==> src/rtl/rca_output_wb_sequencer.sv <==
// In-order writeback sequencer for RCA grid output IO blocks running in FIFO mode.
// Optional watchdog enabled by defining RCA_WB_TIMEOUT_EN.
module rca_output_wb_sequencer #(
  parameter int unsigned NUM_IO         = 4,
  parameter int unsigned XLEN           = 32,
  parameter int unsigned ID_W           = 3,
  parameter int unsigned DEPTH          = 4,
  parameter int unsigned TIMEOUT_CYCLES = 1024
) (
  input  logic                                       clk,
  input  logic                                       rst,
  input  logic                                       issue_valid,
  output logic                                       issue_ready,
  input  logic [((NUM_IO > 1) ? $clog2(NUM_IO) : 1)-1:0] issue_sel,
  input  logic [ID_W-1:0]                            issue_id,
  input  logic [4:0]                                 issue_rd,
  input  logic [NUM_IO-1:0]                          io_valid,
  input  logic [NUM_IO*XLEN-1:0]                     io_data,
  output logic [NUM_IO-1:0]                          io_pop,
  output logic                                       io_fifo_rst,
  input  logic                                       flush,
  output logic                                       wb_valid,
  output logic [ID_W-1:0]                            wb_id,
  output logic [4:0]                                 wb_rd,
  output logic [XLEN-1:0]                            wb_data,
  input  logic                                       wb_ack,
  output logic                                       busy,
  output logic                                       err_timeout
);

  localparam int unsigned SEL_W = (NUM_IO > 1) ? $clog2(NUM_IO) : 1;
  localparam int unsigned AW    = $clog2(DEPTH);
  localparam int unsigned PW    = AW + 1;

  typedef enum logic [1:0] {
    S_IDLE,
    S_WAIT,
    S_PRESENT,
    S_FLUSH
  } state_t;

  state_t state_q, state_d;

  logic [SEL_W-1:0] q_sel_q [DEPTH];
  logic [ID_W-1:0]  q_id_q  [DEPTH];
  logic [4:0]       q_rd_q  [DEPTH];

  logic [PW-1:0]   wr_ptr_q, wr_ptr_d;
  logic [PW-1:0]   rd_ptr_q, rd_ptr_d;
  logic            wb_valid_q, wb_valid_d;
  logic [ID_W-1:0] wb_id_q, wb_id_d;
  logic [4:0]      wb_rd_q, wb_rd_d;
  logic [XLEN-1:0] wb_data_q, wb_data_d;
  logic            io_fifo_rst_q, io_fifo_rst_d;

  logic            empty;
  logic            full;
  logic            enq;
  logic            to_hit;
  logic [SEL_W-1:0] head_sel;
  logic [ID_W-1:0] head_id;
  logic [4:0]      head_rd;
  logic            head_valid;
  logic [XLEN-1:0] head_data;

`ifdef RCA_WB_TIMEOUT_EN
  localparam int unsigned CW = $clog2(TIMEOUT_CYCLES + 1);
  logic [CW-1:0] cnt_q, cnt_d;
  logic          err_q, err_d;
`else
  logic [31:0] unused_timeout;
  assign unused_timeout = 32'(TIMEOUT_CYCLES);
`endif

  assign empty       = (wr_ptr_q == rd_ptr_q);
  assign full        = (wr_ptr_q[AW] != rd_ptr_q[AW]) &&
                       (wr_ptr_q[AW-1:0] == rd_ptr_q[AW-1:0]);
  assign issue_ready = !full && (state_q != S_FLUSH);
  assign busy        = !empty || (state_q != S_IDLE);

  assign head_sel = q_sel_q[rd_ptr_q[AW-1:0]];
  assign head_id  = q_id_q[rd_ptr_q[AW-1:0]];
  assign head_rd  = q_rd_q[rd_ptr_q[AW-1:0]];

  always_comb begin
    head_valid = 1'b0;
    head_data  = '0;
    for (int unsigned k = 0; k < NUM_IO; k++) begin
      if (head_sel == SEL_W'(k)) begin
        head_valid = io_valid[k];
        head_data  = io_data[k*XLEN +: XLEN];
      end
    end
  end

  // A watchdog expiry behaves like an internal flush, so it also blocks enqueue.
  always_comb begin
    to_hit = 1'b0;
`ifdef RCA_WB_TIMEOUT_EN
    to_hit = (state_q == S_WAIT) && !head_valid && (cnt_q == CW'(TIMEOUT_CYCLES - 1));
`endif
  end

  assign enq = issue_valid && issue_ready && !flush && !to_hit;

  always_comb begin
    state_d       = state_q;
    wr_ptr_d      = wr_ptr_q + PW'(enq);
    rd_ptr_d      = rd_ptr_q;
    wb_valid_d    = wb_valid_q;
    wb_id_d       = wb_id_q;
    wb_rd_d       = wb_rd_q;
    wb_data_d     = wb_data_q;
    io_fifo_rst_d = 1'b0;
    io_pop        = '0;
`ifdef RCA_WB_TIMEOUT_EN
    cnt_d         = '0;
    err_d         = err_q;
`endif
    if (flush || to_hit) begin
      state_d       = S_FLUSH;
      wr_ptr_d      = '0;
      rd_ptr_d      = '0;
      wb_valid_d    = 1'b0;
      io_fifo_rst_d = 1'b1;
`ifdef RCA_WB_TIMEOUT_EN
      if (to_hit) err_d = 1'b1;
`endif
    end else begin
      case (state_q)
        S_IDLE: begin
          if (!empty) state_d = S_WAIT;
        end
        S_WAIT: begin
          if (head_valid) begin
            wb_valid_d = 1'b1;
            wb_id_d    = head_id;
            wb_rd_d    = head_rd;
            wb_data_d  = head_data;
            state_d    = S_PRESENT;
          end
`ifdef RCA_WB_TIMEOUT_EN
          else begin
            cnt_d = cnt_q + 1'b1;
          end
`endif
        end
        S_PRESENT: begin
          if (wb_ack) begin
            io_pop     = NUM_IO'(1) << head_sel;
            rd_ptr_d   = rd_ptr_q + 1'b1;
            wb_valid_d = 1'b0;
            state_d    = (wr_ptr_d != rd_ptr_d) ? S_WAIT : S_IDLE;
          end
        end
        S_FLUSH: begin
          state_d = S_IDLE;
        end
        default: state_d = S_IDLE;
      endcase
    end
  end

  always_ff @(posedge clk) begin
    if (rst) begin
      state_q       <= S_IDLE;
      wr_ptr_q      <= '0;
      rd_ptr_q      <= '0;
      wb_valid_q    <= 1'b0;
      wb_id_q       <= '0;
      wb_rd_q       <= '0;
      wb_data_q     <= '0;
      io_fifo_rst_q <= 1'b0;
`ifdef RCA_WB_TIMEOUT_EN
      cnt_q         <= '0;
      err_q         <= 1'b0;
`endif
    end else begin
      state_q       <= state_d;
      wr_ptr_q      <= wr_ptr_d;
      rd_ptr_q      <= rd_ptr_d;
      wb_valid_q    <= wb_valid_d;
      wb_id_q       <= wb_id_d;
      wb_rd_q       <= wb_rd_d;
      wb_data_q     <= wb_data_d;
      io_fifo_rst_q <= io_fifo_rst_d;
`ifdef RCA_WB_TIMEOUT_EN
      cnt_q         <= cnt_d;
      err_q         <= err_d;
`endif
    end
    if (enq) begin
      q_sel_q[wr_ptr_q[AW-1:0]] <= issue_sel;
      q_id_q[wr_ptr_q[AW-1:0]]  <= issue_id;
      q_rd_q[wr_ptr_q[AW-1:0]]  <= issue_rd;
    end
  end

  assign wb_valid    = wb_valid_q;
  assign wb_id       = wb_id_q;
  assign wb_rd       = wb_rd_q;
  assign wb_data     = wb_data_q;
  assign io_fifo_rst = io_fifo_rst_q;
`ifdef RCA_WB_TIMEOUT_EN
  assign err_timeout = err_q;
`else
  assign err_timeout = 1'b0;
`endif

endmodule

==> config.mk <==
export PLATFORM = sky130hd
export DESIGN_NAME = rca_output_wb_sequencer
export DESIGN_NICKNAME = d
export VERILOG_FILES = /design/src/rtl/rca_output_wb_sequencer.sv
export SDC_FILE = /design/constraint.sdc
export NUM_CORES = 1
export LEC_CHECK = 0
export BUFFER_PORTS_ARGS = -buffer_cell sky130_fd_sc_hd__buf_2
export CORE_ASPECT_RATIO = 0.5
export CORE_MARGIN = 2
export CORE_UTILIZATION = 30
export DETAILED_ROUTE_END_ITERATION = 8
export GPL_ROUTABILITY_DRIVEN = 0
export SYNTH_ARGS = -nofsm -noshare
export SYNTH_HDL_FRONTEND = slang
export SYNTH_SLANG_ARGS = --single-unit
==> constraint.sdc <==
create_clock -name clk -period 2.1 [get_ports clk]
set_clock_uncertainty 0.15 [all_clocks]
set_input_delay 0.315 -clock clk [delete_from_list [all_inputs] [get_ports clk]]
set_output_delay 0.315 -clock clk [all_outputs]
set_load 0.1 [all_outputs]
Word-level counts from Yosys, hierarchy flattened

Memories as Yosys holds them, arrays and structs flattened. A register that Yosys moved wholly into a read port is not among the register bits.
Index checks and enable logic that the tools add are counted.

Bits in registers: 42
Bits in writable memories: 40
Bits of input ports: 147
Output and inout port bits: 49
Logic and storage cells: 71
Memories kept: 3

Memories:

| memory  | words | width | rd ports | clocked after memory_dff | wr ports | line | RTL |
|---|---|---|---|---|---|---|---|
| q_rd_q  | 4     | 5     | 1        | 1                        | 1        | 46   | `logic [4:0] q_rd_q [DEPTH];` |
| q_id_q  | 4     | 3     | 1        | 1                        | 1        | 45   | `logic [ID_W-1:0] q_id_q [DEPTH];` |
| q_sel_q | 4     | 2     | 1        | 1                        | 1        | 44   | `logic [SEL_W-1:0] q_sel_q [DEPTH];` |

$add $sub $neg: 2
Equality and inequality tests: 16
Shifts and indexed selects: 1
Mux-type cells: 25
Bitwise gates (word level): 1
Reductions and logical operators: 17

Operator list:

| cell                  | number |
|---|---|
| $mux W32              | 4 |
| $mux W2               | 6 |
| $mux W4               | 3 |
| $mux W1               | 10 |
| $ne A3 B3 Y1 const B  | 3 |
| $reduce_and A3 Y1     | 3 |
| $eq A2 B2 Y1 const B  | 4 |
| $pmux W2 S4           | 1 |
| $ne A2 B2 Y1 const B  | 3 |
| $eq A2 B1 Y1 const B  | 2 |
| $logic_and A1 B1 Y1   | 4 |
| $logic_not A2 Y1      | 2 |
| $reduce_bool A2 Y1    | 2 |
| $shl A1 B2 Y4 const A | 1 |
| $add A3 B1 Y3         | 1 |
| $add A3 B1 Y3 const B | 1 |
| $eq A3 B3 Y1          | 1 |
| $logic_not A1 Y1      | 3 |
| $ne A3 B3 Y1          | 1 |
| $eq A2 B2 Y1          | 1 |
| $pmux W1 S2           | 1 |
| $reduce_and A2 Y1     | 1 |
| $reduce_or A2 Y1      | 1 |
| $logic_or A1 B1 Y1    | 1 |
| 2 further kinds       | 2 |

Depth between registers and ports, before layout

Gate-level depths: netlist of run 1.

Word-level depth: 12
Depth in mapped cells: 12
Mapped depth without buffers: 11

Worst setup path after synthesis of run 1

OpenSTA, ideal clock, no wires.

Path type: flip-flop to output port
From: register (tool-made name)
To: output port io_pop[1]
Arrival: 4477 ps
Required time: 1635 ps
Setup slack: -2842 ps
Stages on the path, launching flop included: 5
Buffers on the path: 2
Cells stage by stage: dfxtp_1 > mux4_2 > buf_6 > buf_1 > nor4b_1

RTL lines:

| item      | line | RTL |
|---|---|---|
| to (decl) | 19   | `output logic [NUM_IO-1:0] io_pop,` |

==> results of run 1 <==
synth_stat cells, types with 10 or more instances:
library cell	instances	area [µm²]
sky130_fd_sc_hd__mux2i_1	97	971
sky130_fd_sc_hd__dfxtp_1	52	1040
sky130_fd_sc_hd__nand3_1	42	210
sky130_fd_sc_hd__edfxtp_1	40	1200
sky130_fd_sc_hd__a21oi_1	35	175
sky130_fd_sc_hd__o21ai_1	31	155
sky130_fd_sc_hd__clkbuf_1	17	63.8
sky130_fd_sc_hd__nor2_1	12	45.0
sky130_fd_sc_hd__buf_2	11	55.1
sky130_fd_sc_hd__a21oi_2	10	87.6
sky130_fd_sc_hd__mux4_2	10	225
sky130_fd_sc_hd__o21ai_2	10	87.6
cells in the final DEF, fill, tap and decap left out, types with 9 or more instances in the layout:
cell type                     n
sky130_fd_sc_hd__nand3_1     42
sky130_fd_sc_hd__a21oi_1     34
sky130_fd_sc_hd__buf_12      13
sky130_fd_sc_hd__a21oi_2     11
sky130_fd_sc_hd__dfxtp_1     48
sky130_fd_sc_hd__edfxtp_1    40
sky130_fd_sc_hd__nor2_1      10
sky130_fd_sc_hd__mux4_2       9
sky130_fd_sc_hd__mux2i_1     97
sky130_fd_sc_hd__o21ai_1     29
sky130_fd_sc_hd__o21ai_2     12
sky130_fd_sc_hd__buf_2      188
sky130_fd_sc_hd__buf_4       43
sky130_fd_sc_hd__clkbuf_16   11
report_power, final:
group / switching, mW / internal, mW
Clock: 0.761 / 0.854
Combinational: 0.585 / 0.409
Sequential: 0.0208 / 1.91
final cells by class:
cell class | instances | area share [%]
clock buffers | 9 | 3.25
clock inverters | 7 | 1.14
inverters | 7 | 0.380
multi-input cells | 285 | 35.0
flip-flops and latches | 92 | 32.5
well taps | 204 | 3.69
repair buffers | 252 | 24.1
worst max-delay path by stage:
stage	from	to	slack, ns	cells after the start
finish	flop	io_pop[1]	-0.29	4
global route	flop	io_pop[0]	-0.37	4
CTS	flop	io_pop[0]	-0.31	4
detailed placement	rd_ptr_q[0]	state_q[0]	-0.13	12
global placement	flop	wb_rd[1]	-0.09	6
floorplan	rd_ptr_q[1]	q_id_q[0][0]	-0.75	5
critical path, cell delays in order, from the launching register on:
cell and delay, ns:
sky130_fd_sc_hd__dfxtp_2 0.34, sky130_fd_sc_hd__buf_4 0.11, sky130_fd_sc_hd__mux4_2 0.61, sky130_fd_sc_hd__nor4b_4 0.31
sky130_fd_sc_hd__buf_12 0.22
metrics by stage:
step                setup TNS [ns]  instance area [µm²]  utilization [%]  std cells
floorplan                   -27.98                 4900                -        423
global placement             -2.85                 6360             41.2        825
detailed placement           -3.86                 6360             41.2        825
CTS                          -9.69                 6770             43.8        849
global route                -14.74                 6920             44.8        856
finish                      -11.35                 6920             44.8        856
timing repair:
action | 4_1_cts | 5_1_grt
gates resized for setup | 5 | 15
gates cloned | 1 | 2
endpoints found under the setup margin | 52 | 57
buffers inserted | 7 | 5
pin swaps | 2 | 4
flip-flops by register name, indices dropped and copies added (netlist names), named ones only:
register and flops:
q_id_q 12, io_fifo_rst 1, wb_rd 5, q_sel_q 8, state_q 2, wb_id 3, q_rd_q 20, wb_valid 1
wr_ptr_q 3, wb_data 32, rd_ptr_q 3
layer usage:
metal | vias to the layer above | routed length, µm
li1 | 2011 | -
met1 | 1980 | 5470
met2 | 102 | 7070
met3 | 21 | 591
met4 | 0 | 299
met5 | - | 0
kinds of logic (layout without fill, tap and decap cells):
family / after synthesis / in the layout
other cells: 1 / 1
mux: 111 / 111
xor+xnor: 9 / 9
flops: 92 / 92
fa+ha+maj: 3 / 3
simple gates: 72 / 72
buf+inv: 46 / 275
compound gates: 89 / 89
==> run summary, run 1 <==
The adder and majority gate portion of the synthesized area was 0.791%; the power density over the cells was 655 nW/µm². In the synthesized netlist the async set-or-reset flop fraction comes to 0%. The transition time of the tightest slew-check pin is 0.516 ns, and the number of iterations in the first detailed-routing pass is 4. The floorplan step set the die height to 93.0 µm. The clock sink total came out at 92.

Via count of the first global-routing pass: 4123. The mean area per synthesized cell was 11.2 µm²; the violation count after the first detailed-routing iteration was 175. Pin placement for this block handled 196 I/O pins.

Multiplexer cells account for 26.6% of the synthesized area. The flop-to-flop setup slack is -0.26 ns, and the setup-violating endpoint count in the final report is 47. Derived from the worst setup path, the maximum achievable clock frequency is 418 MHz. After synthesis the cells add up to 4750 µm². The tools report the final worst slack as -0.291 ns. Once the floorplan was initialized, standard cells occupied 30.7% of the core. The logs give 15.6% for the global router's overall resource usage and 0.000357 V for the largest voltage drop on the vdd net. Buffers placed on the I/O ports in this run total 194. The tools report the beginning of the worst register-to-register path as q_sel_q[3][0]. The longest clock path from root to sink contains 2 buffers. In the final layout, the share of cells above drive strength 1 is 49.8%. In this run the horizontal extent of the chip is 182 µm. The number of nets in the layout is 797, and the complex-gate fraction of the synthesized area is 11.1%.

The most used flip-flop cell after synthesis is sky130_fd_sc_hd__dfxtp_1. The area growth from synthesis to layout is 45.8%. Type of the most critical hold path: in2reg.

The share of the synthesized netlist area taken by xor and xnor gates is 1.66%, and the total power is 4.54 mW. The run gives 9 as the number of buffers created by CTS. The run finished, with violations left.

The final layout contains routed wiring with a total length of 13.4 mm. The dominant combinational cell family by area after synthesis was multiplexers. Before CTS, the worst setup slack after placement is -0.133 ns.

The clock tree synthesis step divided the H-tree into 3 levels. After detailed routing, the average wire length per cell comes to 15.7 µm. The count of unique library cells instantiated by Yosys is 36, and the number of hold violations in the final report is 0. The final route contains 4114 vias. In this run the most critical hold path is launched from issue_id[1].

Across the whole layout, storage elements account for 2250 µm². Global routing finished with a remaining overflow of 0. TritonCTS built the clock tree. After Yosys synthesis, and, or, nand and nor cells account for 7.48% of the synthesized area. The multi-input combinational cell area was 2420 µm².

Global routing used 29.2% of the available met2 tracks. The arrival time of the worst setup path is 1.93 ns, and the die outline area is 16900 µm². The tools report the reg-to-reg endpoint as wb_data[4]. The part of the cycle the worst path needs is 114%. The highest-utilization routing layer at the global route stage was met2. Global routing consumed, on the met1 layer, 17.4% of the routing resources. The logs give 9.89 mm for the detailed placement HPWL and 32 for the number of rows created at floorplan.

Across the run, the number of max-cap violations was 0. After synthesis, flip-flops and latches occupy 47.2% of the total area. The worst setup path is launched from a flop. The first global-routing pass estimated 20.6 mm of wire.

The post-route antenna net violation count came out at 0. Hold repair after CTS inserted 0 buffers. Of all nets on the critical path, the largest fanout is 5. The checks that failed: setup timing. Number of storage elements in the synthesis netlist: 92. The worst register-to-register path has a depth of 7. STA classifies the critical path endpoint as an output pin. The number of antenna violations at the first check in global routing was 1; the average via count per standard cell was 4.81.

After detailed routing, the number of remaining DRC violations is 0. Global routing used 3.93% of the available met3 tracks. The worst hold path cell count was 1; the number of fillers in the final layout was 1476. The worst setup path is of the reg2out kind. Clock latency on the worst-skew pair, taken at its later pin, is 0.34 ns.

Setup repair after global routing could not meet its margin everywhere. When the netlist entered floorplanning its net count stood at 573. Synthesis handed over a netlist of 423 instances. The clock period minus worst slack works out to 2.39 ns.

Entering global routing, the biggest net connects 28 pins. The total count of max-transition violations in the final report is 0. Cell leakage power: 3.05 nW. The tools report the antenna diode instance count as 0. Counting flops with a built-in enable in the synthesized netlist gives 40. The placeable core area was 15500 µm²; the register clock-pin slew on the reported worst setup and hold paths was 0.07 ns. The tools report the hold path endpoint as q_id_q[3][1]. Worst slew margin relative to its limit: 65.8%. The warning count from the yosys run is 0.

The cell chosen for the clock root is sky130_fd_sc_hd__clkbuf_16. The data required time at the worst endpoint is 1.63 ns, and the worst hold slack across all endpoints is 0.0295 ns.
Power figures use the tool's default switching activity.
==> run 2, diff against run 1 <==
--- a/config.mk
+++ b/config.mk
@@ -9,8 +9,11 @@
 export CORE_ASPECT_RATIO = 0.5
 export CORE_MARGIN = 2
 export CORE_UTILIZATION = 30
+export CTS_BUF_LIST = sky130_fd_sc_hd__clkbuf_4 sky130_fd_sc_hd__clkbuf_8
 export DETAILED_ROUTE_END_ITERATION = 8
 export GPL_ROUTABILITY_DRIVEN = 0
+export SETUP_SLACK_MARGIN = 0.2
+export SLEW_MARGIN = 20
 export SYNTH_ARGS = -nofsm -noshare
 export SYNTH_HDL_FRONTEND = slang
 export SYNTH_SLANG_ARGS = --single-unit
==> run summary, run 2 (synthesis results as in run 1) <==
The largest voltage drop on the vdd net is 0.000386 V (was 0.000357 V). The tools report the worst slew margin relative to its limit as 66.0% (was 65.8%). Reg-to-reg endpoint: wb_data[9] (was wb_data[4]). The beginning of the worst register-to-register path is q_sel_q[1][0] (was q_sel_q[3][0]). The clock tree buffer depth is 2 (unchanged), and the setup-violating endpoint count in the final report is 68 (was 47).

For the final worst slack, the log shows -0.352 ns (was -0.291 ns). The tools report the power share of the combinational group as 24.0% (was 21.9%). The most critical setup path has its startpoint at q_sel_q[1][0]. The run gives 195 (was 175) as the violation count after the first detailed-routing iteration. For the power spent charging and discharging nets, the log shows 1.37 mW (about the same). The tools report the total power as 4.17 mW (was 4.54 mW). The post-layout instance count excluding filler cells came out at 862 (was 856).

The detailed placement HPWL is 9.44 mm (was 9.89 mm), and the power share of the clock group is 29.8% (was 35.6%). The placeable core area is 15500 µm² (unchanged), and the I/O pin count is 196 (unchanged). The area growth from synthesis to layout was 46.6% (was 45.8%). The first-pass GRT wire length is 20.2 mm (was 20.6 mm), and the data required time at the worst endpoint is 1.63 ns (about the same).

The run gives 16900 µm² (unchanged) as the die outline area. The cell chosen for the clock root was sky130_fd_sc_hd__clkbuf_8 (was sky130_fd_sc_hd__clkbuf_16). The clock period minus worst slack was 2.45 ns (was 2.39 ns); the CTS H-tree depth was 3 (unchanged).

The tools report the hold path startpoint as issue_sel[0] (was issue_id[1]). The critical path startpoint category was a flop (unchanged). Most frequent cells in the layout: sky130_fd_sc_hd__buf_2 (188), sky130_fd_sc_hd__mux2i_1 (97), sky130_fd_sc_hd__dfxtp_1 (47), sky130_fd_sc_hd__nand3_1 (41), sky130_fd_sc_hd__edfxtp_1 (40) (was sky130_fd_sc_hd__buf_2 (188), sky130_fd_sc_hd__mux2i_1 (97), sky130_fd_sc_hd__dfxtp_1 (48), sky130_fd_sc_hd__buf_4 (43), sky130_fd_sc_hd__nand3_1 (42)). The transition time of the tightest slew-check pin works out to 0.514 ns (was 0.516 ns).

The die width is 182 µm (unchanged), and the number of buffers created by CTS is 9 (unchanged). Setup repair after global routing could not meet its margin everywhere. The tools report the hold path endpoint as q_sel_q[1][0] (was q_id_q[3][1]). The average detailed-routed wire length per instance works out to 15.4 µm (was 15.7 µm). The run finished, with violations left. The tools report the flop-to-flop setup slack as -0.31 ns (was -0.26 ns). TritonCTS built the clock tree.

The run gives 3.04 nW (was 3.05 nW) as the cell leakage power. Critical path class: reg2out (unchanged). The endpoint kind of the worst setup timing path was an output pin (unchanged).

The number of flip-flops in the largest register came out at 32 (unchanged). The highest achievable clock rate was 408 MHz (was 418 MHz); the worst hold path cell count was 1 (unchanged). Post-route DRC violation count: 0 (unchanged).

The register clock-pin slew on the reported worst setup and hold paths came out at 0.12 ns (was 0.07 ns). The largest fanout on the critical path works out to 5 (unchanged). The post-detailed-placement cell area came out at 6390 µm² (was 6360 µm²).

The post-placement worst setup slack came out at -0.194 ns (was -0.133 ns). For the number of fillers in the final layout, the log shows 1468 (was 1476). The run gives 802 (was 797) as the number of nets in the layout.

The type of the most critical hold path was in2reg (unchanged). Part of the cycle the worst path needs: 117% (was 114%). The switching part of the total was 32.9% (was 30.1%); the number of antenna violations at the first check in global routing was 1 (unchanged). The clock sink total is 92 (unchanged). The fraction of layout cells with a size suffix above 1 works out to 49.9% (was 49.8%). The worst reg2reg path depth is 7 (unchanged). For the arrival time of the worst setup path, the log shows 1.99 ns (was 1.93 ns). The via count of the first global-routing pass came out at 4093 (was 4123). The post-route antenna net violation count came out at 0 (unchanged). For the number of rows created at floorplan, the log shows 32 (unchanged).

The reported max-cap violation count was 0 (unchanged); the wire length after detailed routing was 13.3 mm (was 13.4 mm). The tools report the pin count of the biggest net entering global routing as 35 (was 28). The final design area excluding fillers is 6960 µm² (was 6920 µm²). The run gives 0 (unchanged) as the overall overflow remaining after global route. The internal power consumption was 2.80 mW (was 3.17 mW). The floorplan die height is 93.0 µm (unchanged), and the latest clock arrival within the worst-skew pair is 0.38 ns (was 0.34 ns). Commonest non-fill, non-tap cell in the layout: sky130_fd_sc_hd__buf_2 (unchanged). Number of hold violations in the final report: 0 (unchanged).

The total negative setup slack was -14.30 ns (was -11.35 ns). Violations in the final reports: setup timing (unchanged). The tools report the end-of-flow core utilization as 45.1% (was 44.8%). The run gives 4132 (was 4114) as the overall via count from detail_route. The power density over the cells was 599 nW/µm² (was 655 nW/µm²); the fraction of power consumed by sequential logic was 46.2% (was 42.5%). The average via count per standard cell was 4.79 (was 4.81); the quantity of I/O buffers inserted on ports was 194 (unchanged). The tools report the cell count after placement as 823 (was 825).

The run gives 0 (unchanged) as the total count of max-transition violations in the final report. The worst hold slack across all endpoints is 0.0361 ns (was 0.0295 ns). The tools report the global router's overall resource usage as 15.3% (was 15.6%). The number of iterations in the first detailed-routing pass is 6 (was 4). Effective utilization at floorplan: 30.7% (unchanged).
==> run 2: changes by cell type in the layout (fill, tap and decap cells not counted), sizes merged <==
| cell | delta |
|---|---|
| bufbuf | -1 |
| buf | -3 |
| diode | +1 |
| dlygate4sd3 | +9 |
==> run 2: worst max path at each step <==
| stage | to | depth (start not counted) |
|---|---|---|
| after floorplan | q_id_q[0][0] | 5 |
| after global placement | wb_id[1] | 6 |
| after detailed placement | wb_rd[3] | 6 |
| after CTS | io_pop[0] | 4 |
| after global routing | io_pop[0] | 4 |
| final | io_pop[0] | 4 |
==> run 2: timing repair <==
item / CTS / global route
endpoints found under the hold margin: 35 / 0
setup buffers: 7 / 2
gates resized for setup: 30 / 8
endpoints found under the setup margin: 89 / 90
hold buffers: 9 / 0
pin swaps: 3 / 5
cloned: 2 / 2
==> run 2: layout make-up <==
| type | instances | area [µm²] | area share [%] |
|---|---|---|---|
| multi-input cells | 285 | 2480 | 35.6 |
| flip-flops and latches | 92 | 2250 | 32.3 |
| diodes | 1 | 2.50 | 0.0359 |
| clock buffers | 9 | 124 | 1.78 |
| repair buffers | 257 | 1750 | 25.1 |
| well taps | 204 | 255 | 3.67 |
| clock inverters | 7 | 78.8 | 1.13 |
| inverters | 7 | 26.3 | 0.377 |
==> run 2: worst max-delay path: stages, from the launching register on <==
cell,delay [ns]
sky130_fd_sc_hd__edfxtp_1,0.41
sky130_fd_sc_hd__mux4_4,0.64
sky130_fd_sc_hd__buf_12,0.17
sky130_fd_sc_hd__nor4_4,0.17
sky130_fd_sc_hd__buf_12,0.21
==> run 2: power by group through the flow <==
stage | clock network (mW) | registers, mW | logic, mW
global route | 1.37 | 1.93 | 1.07
global placement | 0 | 1.97 | 0.918
finish | 1.24 | 1.93 | 1.00
floorplan | 0 | 2.14 | 0.454
detailed placement | 0 | 1.97 | 0.929
CTS | 1.28 | 1.93 | 0.969
==> run 2: layer usage <==
| layer | GRT usage [%] | wire length (µm) |
|---|---|---|
| met4 | 5.38 | 276 |
| met3 | 3.74 | 527 |
| met1 | 16.8 | 5390 |
| met5 | 0 | 0 |
| met2 | 29.2 | 7100 |
